`config.mk`:
```
export PLATFORM = sky130hd
export DESIGN_NAME = tdm_demux4
export DESIGN_NICKNAME = d
export VERILOG_FILES = /design/src/rtl/tdm_demux4.sv
export SDC_FILE = /design/constraint.sdc
export NUM_CORES = 1
export LEC_CHECK = 0
export ABC_AREA = 1
export CELL_PAD_IN_SITES_DETAIL_PLACEMENT = 1
export CELL_PAD_IN_SITES_GLOBAL_PLACEMENT = 1
export CORE_UTILIZATION = 37
export CTS_CLUSTER_SIZE = 40
export DETAILED_ROUTE_END_ITERATION = 7
export PLACE_DENSITY = 0.76
export SLEW_MARGIN = 20
export SYNTH_ARGS = -nofsm -noshare
export SYNTH_HDL_FRONTEND = slang
export SYNTH_SLANG_ARGS = --single-unit
```
`constraint.sdc`:
```
create_clock -name i_clk -period 3.4 [get_ports i_clk]
set_input_delay 0.68 -clock i_clk [delete_from_list [all_inputs] [get_ports i_clk]]
set_output_delay 0.68 -clock i_clk [all_outputs]
set_load 0.01 [all_outputs]
```
`src/rtl/tdm_demux4.sv`:
```
// Registered 1-to-4 TDM demultiplexer: locks to frame_sync and rebuilds four channels.
// Latency: y1..y4 and frame_valid update on the edge that samples the 4th beat (visible next cycle).
// Backpressure: none; in_valid=0 stalls and every register holds, pulse outputs drop to 0.
//
// Ports:
//   i_clk, i_rst_n            clock, asynchronous active-low reset
//   i_d_in, i_in_valid        serial sample (slot order i1..i4) and its qualifier
//   i_frame_sync              marks the slot-0 beat, sampled only on a beat
//   o_y1..o_y4                rebuilt channels, updated together once per frame
//   o_frame_valid, o_sync_err 1-cycle pulses: new frame / framing violation
//   o_locked, o_slot          FSM in LOCKED / next expected slot (0 in HUNT)
module tdm_demux4 #(
  parameter int WIDTH  = 1,
  parameter bit STRICT = 1'b1
) (
  input  logic             i_clk,
  input  logic             i_rst_n,
  input  logic [WIDTH-1:0] i_d_in,
  input  logic             i_in_valid,
  input  logic             i_frame_sync,
  output logic [WIDTH-1:0] o_y1,
  output logic [WIDTH-1:0] o_y2,
  output logic [WIDTH-1:0] o_y3,
  output logic [WIDTH-1:0] o_y4,
  output logic             o_frame_valid,
  output logic             o_sync_err,
  output logic             o_locked,
  output logic [1:0]       o_slot
);

  typedef enum logic {
    ST_HUNT   = 1'b0,
    ST_LOCKED = 1'b1
  } state_t;

  state_t           r_state, w_state_nxt;
  logic [1:0]       r_slot, w_slot_nxt;
  logic [WIDTH-1:0] r_sh0, r_sh1, r_sh2;
  logic [WIDTH-1:0] w_sh0_nxt, w_sh1_nxt, w_sh2_nxt;
  logic [WIDTH-1:0] r_y1, r_y2, r_y3, r_y4;
  logic [WIDTH-1:0] w_y1_nxt, w_y2_nxt, w_y3_nxt, w_y4_nxt;
  logic             r_fv, w_fv_nxt;
  logic             r_serr, w_serr_nxt;

  always_ff @(posedge i_clk or negedge i_rst_n) begin
    if (!i_rst_n) begin
      r_state <= ST_HUNT;
      r_slot  <= 2'd0;
      r_sh0   <= '0;
      r_sh1   <= '0;
      r_sh2   <= '0;
      r_y1    <= '0;
      r_y2    <= '0;
      r_y3    <= '0;
      r_y4    <= '0;
      r_fv    <= 1'b0;
      r_serr  <= 1'b0;
    end else begin
      r_state <= w_state_nxt;
      r_slot  <= w_slot_nxt;
      r_sh0   <= w_sh0_nxt;
      r_sh1   <= w_sh1_nxt;
      r_sh2   <= w_sh2_nxt;
      r_y1    <= w_y1_nxt;
      r_y2    <= w_y2_nxt;
      r_y3    <= w_y3_nxt;
      r_y4    <= w_y4_nxt;
      r_fv    <= w_fv_nxt;
      r_serr  <= w_serr_nxt;
    end
  end

  always_comb begin
    w_state_nxt = r_state;
    w_slot_nxt  = r_slot;
    w_sh0_nxt   = r_sh0;
    w_sh1_nxt   = r_sh1;
    w_sh2_nxt   = r_sh2;
    w_y1_nxt    = r_y1;
    w_y2_nxt    = r_y2;
    w_y3_nxt    = r_y3;
    w_y4_nxt    = r_y4;
    w_fv_nxt    = 1'b0;
    w_serr_nxt  = 1'b0;

    if (i_in_valid) begin
      case (r_state)
        ST_HUNT: begin
          // Unmarked beats are dropped until a marker is seen.
          if (i_frame_sync) begin
            w_sh0_nxt   = i_d_in;
            w_slot_nxt  = 2'd1;
            w_state_nxt = ST_LOCKED;
          end
        end
        ST_LOCKED: begin
          if (r_slot == 2'd0) begin
            if (i_frame_sync || !STRICT) begin
              w_sh0_nxt  = i_d_in;
              w_slot_nxt = 2'd1;
            end else begin
              w_serr_nxt  = 1'b1;
              w_slot_nxt  = 2'd0;
              w_state_nxt = ST_HUNT;
            end
          end else if (i_frame_sync) begin
            // Early marker: abandon the partial frame and restart on this beat.
            w_serr_nxt = 1'b1;
            w_sh0_nxt  = i_d_in;
            w_slot_nxt = 2'd1;
          end else begin
            case (r_slot)
              2'd1: begin
                w_sh1_nxt  = i_d_in;
                w_slot_nxt = 2'd2;
              end
              2'd2: begin
                w_sh2_nxt  = i_d_in;
                w_slot_nxt = 2'd3;
              end
              default: begin
                // Last beat goes straight to y4 so the frame publishes atomically.
                w_y1_nxt   = r_sh0;
                w_y2_nxt   = r_sh1;
                w_y3_nxt   = r_sh2;
                w_y4_nxt   = i_d_in;
                w_fv_nxt   = 1'b1;
                w_slot_nxt = 2'd0;
              end
            endcase
          end
        end
        default: begin
          w_state_nxt = ST_HUNT;
          w_slot_nxt  = 2'd0;
        end
      endcase
    end
  end

  assign o_y1          = r_y1;
  assign o_y2          = r_y2;
  assign o_y3          = r_y3;
  assign o_y4          = r_y4;
  assign o_frame_valid = r_fv;
  assign o_sync_err    = r_serr;
  assign o_locked      = (r_state == ST_LOCKED);
  assign o_slot        = r_slot;

endmodule

```
==> impl_metrics.yaml <==
status:
  status: "complete, no violations"
yosys:
  synthArstFlopShare_pct: 100
  synth_edf_count: 0
  ys_seq_area_share_pct: 49.8
  yosysTopAreaCell: "dfrtp_1"
  netlist_area_um2: 603
  syn_area_per_cell_um2: 9.00
  ys.flop_type: "dfrtp_1"
  synth_cell_type_count: 12
  yosysMostFrequentCell: "nand2_1"
  synth_common_cells: "24 x nand2_1, 12 x dfrtp_1, 7 x nand3_1"
  netlist_top_cells_area: "dfrtp_1 50%, nand2_1 15%, ha_1 12%, nand4_1 6.2%, nand3_1 5.8%"
  synthDominantCellAreaShare_pct: 49.8
  synth-warning-count: 0
  synth_seq_cells: 12
  synthCells: 67
  synthesis.nets: 78
global_routing:
  grt_pass1_vias: 526
  grt.total_usage_pct: 17.7
  grt.overflow.total: 0
  grt_pass1_wl_um: 2320
  grt_max_degree: 13
  antenna_found_initial: 0
pwr:
  leakage_uw: 0.000396
  power.density_nw_per_um2: 804
  ir_drop_mv: 0.414
critical_path:
  critical_path_class: "reg -> out"
  crit_family: "buffers and inverters"
  crit_required_ns: 2.72
  end_kind: "output pin"
  cpMaxStageDelayCell: "clkdlybuf4s50_1"
  cp_max_fo: 6
  path_cells: "clkdlybuf4s50_1"
  crit_buf_inv: 1
  worstSetupStartpointType: "flip-flop"
  worst_path_largest_cell_delay_ns: 0.58
  arrival_ns: 1.32
floorplanning:
  start_util_pct: 40.0
  coreArea_um2: 1510
  die_h_um: 42.4
  pin_count: 14
  dieArea_um2: 1800
  die_w_um: 42.4
  fp-row-count: 14
route:
  drc: 0
  dr_total_vias: 513
  drt_iter0_markers: 2
  routedWlPerCell_um: 13.7
  drt-total-wl_um: 1360
  first_pass_iters: 2
  via_per_inst: 5.18
  antenna_left: 0
layout:
  fillCellCount: 175
  antenna_cells: 0
  area_growth_pct: 29.0
  register_area_um2: 300
  multiInputGateArea_um2: 269
  drive_gt1_share_pct: 10.8
  layout.nets: 95
job:
  maxCapViolations: 0
place:
  place_hpwl_um: 1010
  portBuffers: 13
  gp_congestion: 0.793
timing:
  hold_violations: 0
  rsz0062_at_grt: "false"
  finClkSkew_ns: 0.0107
  tightest_slew_ns: 0.539
  finalSetupViolCount: 0
  fin_crit_ns: 2.00
  setup_tns_ns: 0
  clock.fmax_ghz: 0.500
  slew_violations: 0
  period_share_pct: 58.8
  fin_hold_ws_ns: 0.473
  maxSlewHeadroom_pct: 64.0
cts:
  cts_max_level: 1
  cts_resized: 0
  clkLatencyLatePin_ns: 0.28
  cts_made_buffers: 3
  postCtsSetupRepairBufs: 0
  postCtsHoldBufs: 0
  cts_buffer_depth: 2
  cts.sinks: 12
  clk_pin_slew_ns: 0.08
  cts-root-buf: "clkbuf_4"
  tritoncts: "yes"
min_path:
  hold_path_class: "reg -> reg"
layout make-up:
cell class                 instances  area share, %
clock buffer                       4           4.66
inverter                           6           2.89
multi-input combinational         48           34.6
sequential                        12           38.6
tap                               16           2.57
timing repair buffer              13           16.7
placed cells by master, fill, tap and decap left out:
master           netlist  layout
nand4_1                6       6
clkbuf_8               0       1
inv_2                  2       2
nor2_1                 1       1
nor3_2                 1       1
o21ai_0                1       1
dfrtp_1               12      12
inv_1                  4       4
nand2_2                2       2
clkdlybuf4s50_1        0      13
ha_1                   6       6
nand3_1                7       7
clkbuf_4               0       3
nand2_1               24      24
sequential cells by signal (all words and copies together), names as in the netlist:
register	flops
o_locked	1
o_slot	2
o_sync_err	1
r_sh2	1
r_sh0	1
o_y1	1
o_y3	1
o_y2	1
o_y4	1
o_frame_valid	1
r_sh1	1
worst reg2reg max path: cells and delay by family, from the launching register on:
family	cells	cell delay [ns]
buffers and inverters	2	0.20
AND/OR/NAND/NOR	3	0.21
adder cells (fa/ha/maj)	2	0.43
flip-flops	1	0.46
final timing paths:
kind | slack (ns) | to | cells past startpoint | start
max reg2reg | 1.98 | r_sh1$_DFFE_PN0P_ | 7 | o_slot[1]$_DFFE_PN0P_
min reg2reg | 0.47 | o_y3$_DFFE_PN0P_ | 2 | o_y3$_DFFE_PN0P_
min | 0.47 | o_y3$_DFFE_PN0P_ | 2 | o_y3$_DFFE_PN0P_
max | 1.40 | o_slot[1] | 1 | o_slot[1]$_DFFE_PN0P_
min in group asynchronous | 0.75 | o_y2$_DFFE_PN0P_ | 1 | i_rst_n
max in group asynchronous | 2.29 | o_sync_err$_DFF_PN0_ | 1 | i_rst_n
stage by stage:
step	cells	area [um^2]	power (uW)	worst slack, ns	utilization (%)
final	99	778	625	1.40	51.7
after global routing	99	778	673	1.37	51.7
after CTS	99	778	630	1.41	51.7
after detailed placement	95	742	512	1.46	49.3
after global placement	95	742	504	1.53	49.3
after floorplan	67	603	384	2.11	-
routing by layer:
layer	track usage, %	part of all wire [%]
met1	24.3	47
met2	26.8	48
met3	3.88	3.8
met4	7.50	1.5
met5	0	0
power by group:
group	switching (uW)	leakage (uW)	internal, uW
Clock	49.2	0.0000210	65.1
Combinational	145	0.000223	131
Sequential	39.7	0.000152	195
logic make-up after synthesis:
family          after synthesis  synth area share [%]
compound gates                1                 0.829
fa+ha+maj                     6                  12.4
buf+inv                       7                  5.60
flops                        12                  49.8
simple gates                 41                  31.3
No activity file was read; power rests on OpenSTA's default activity.
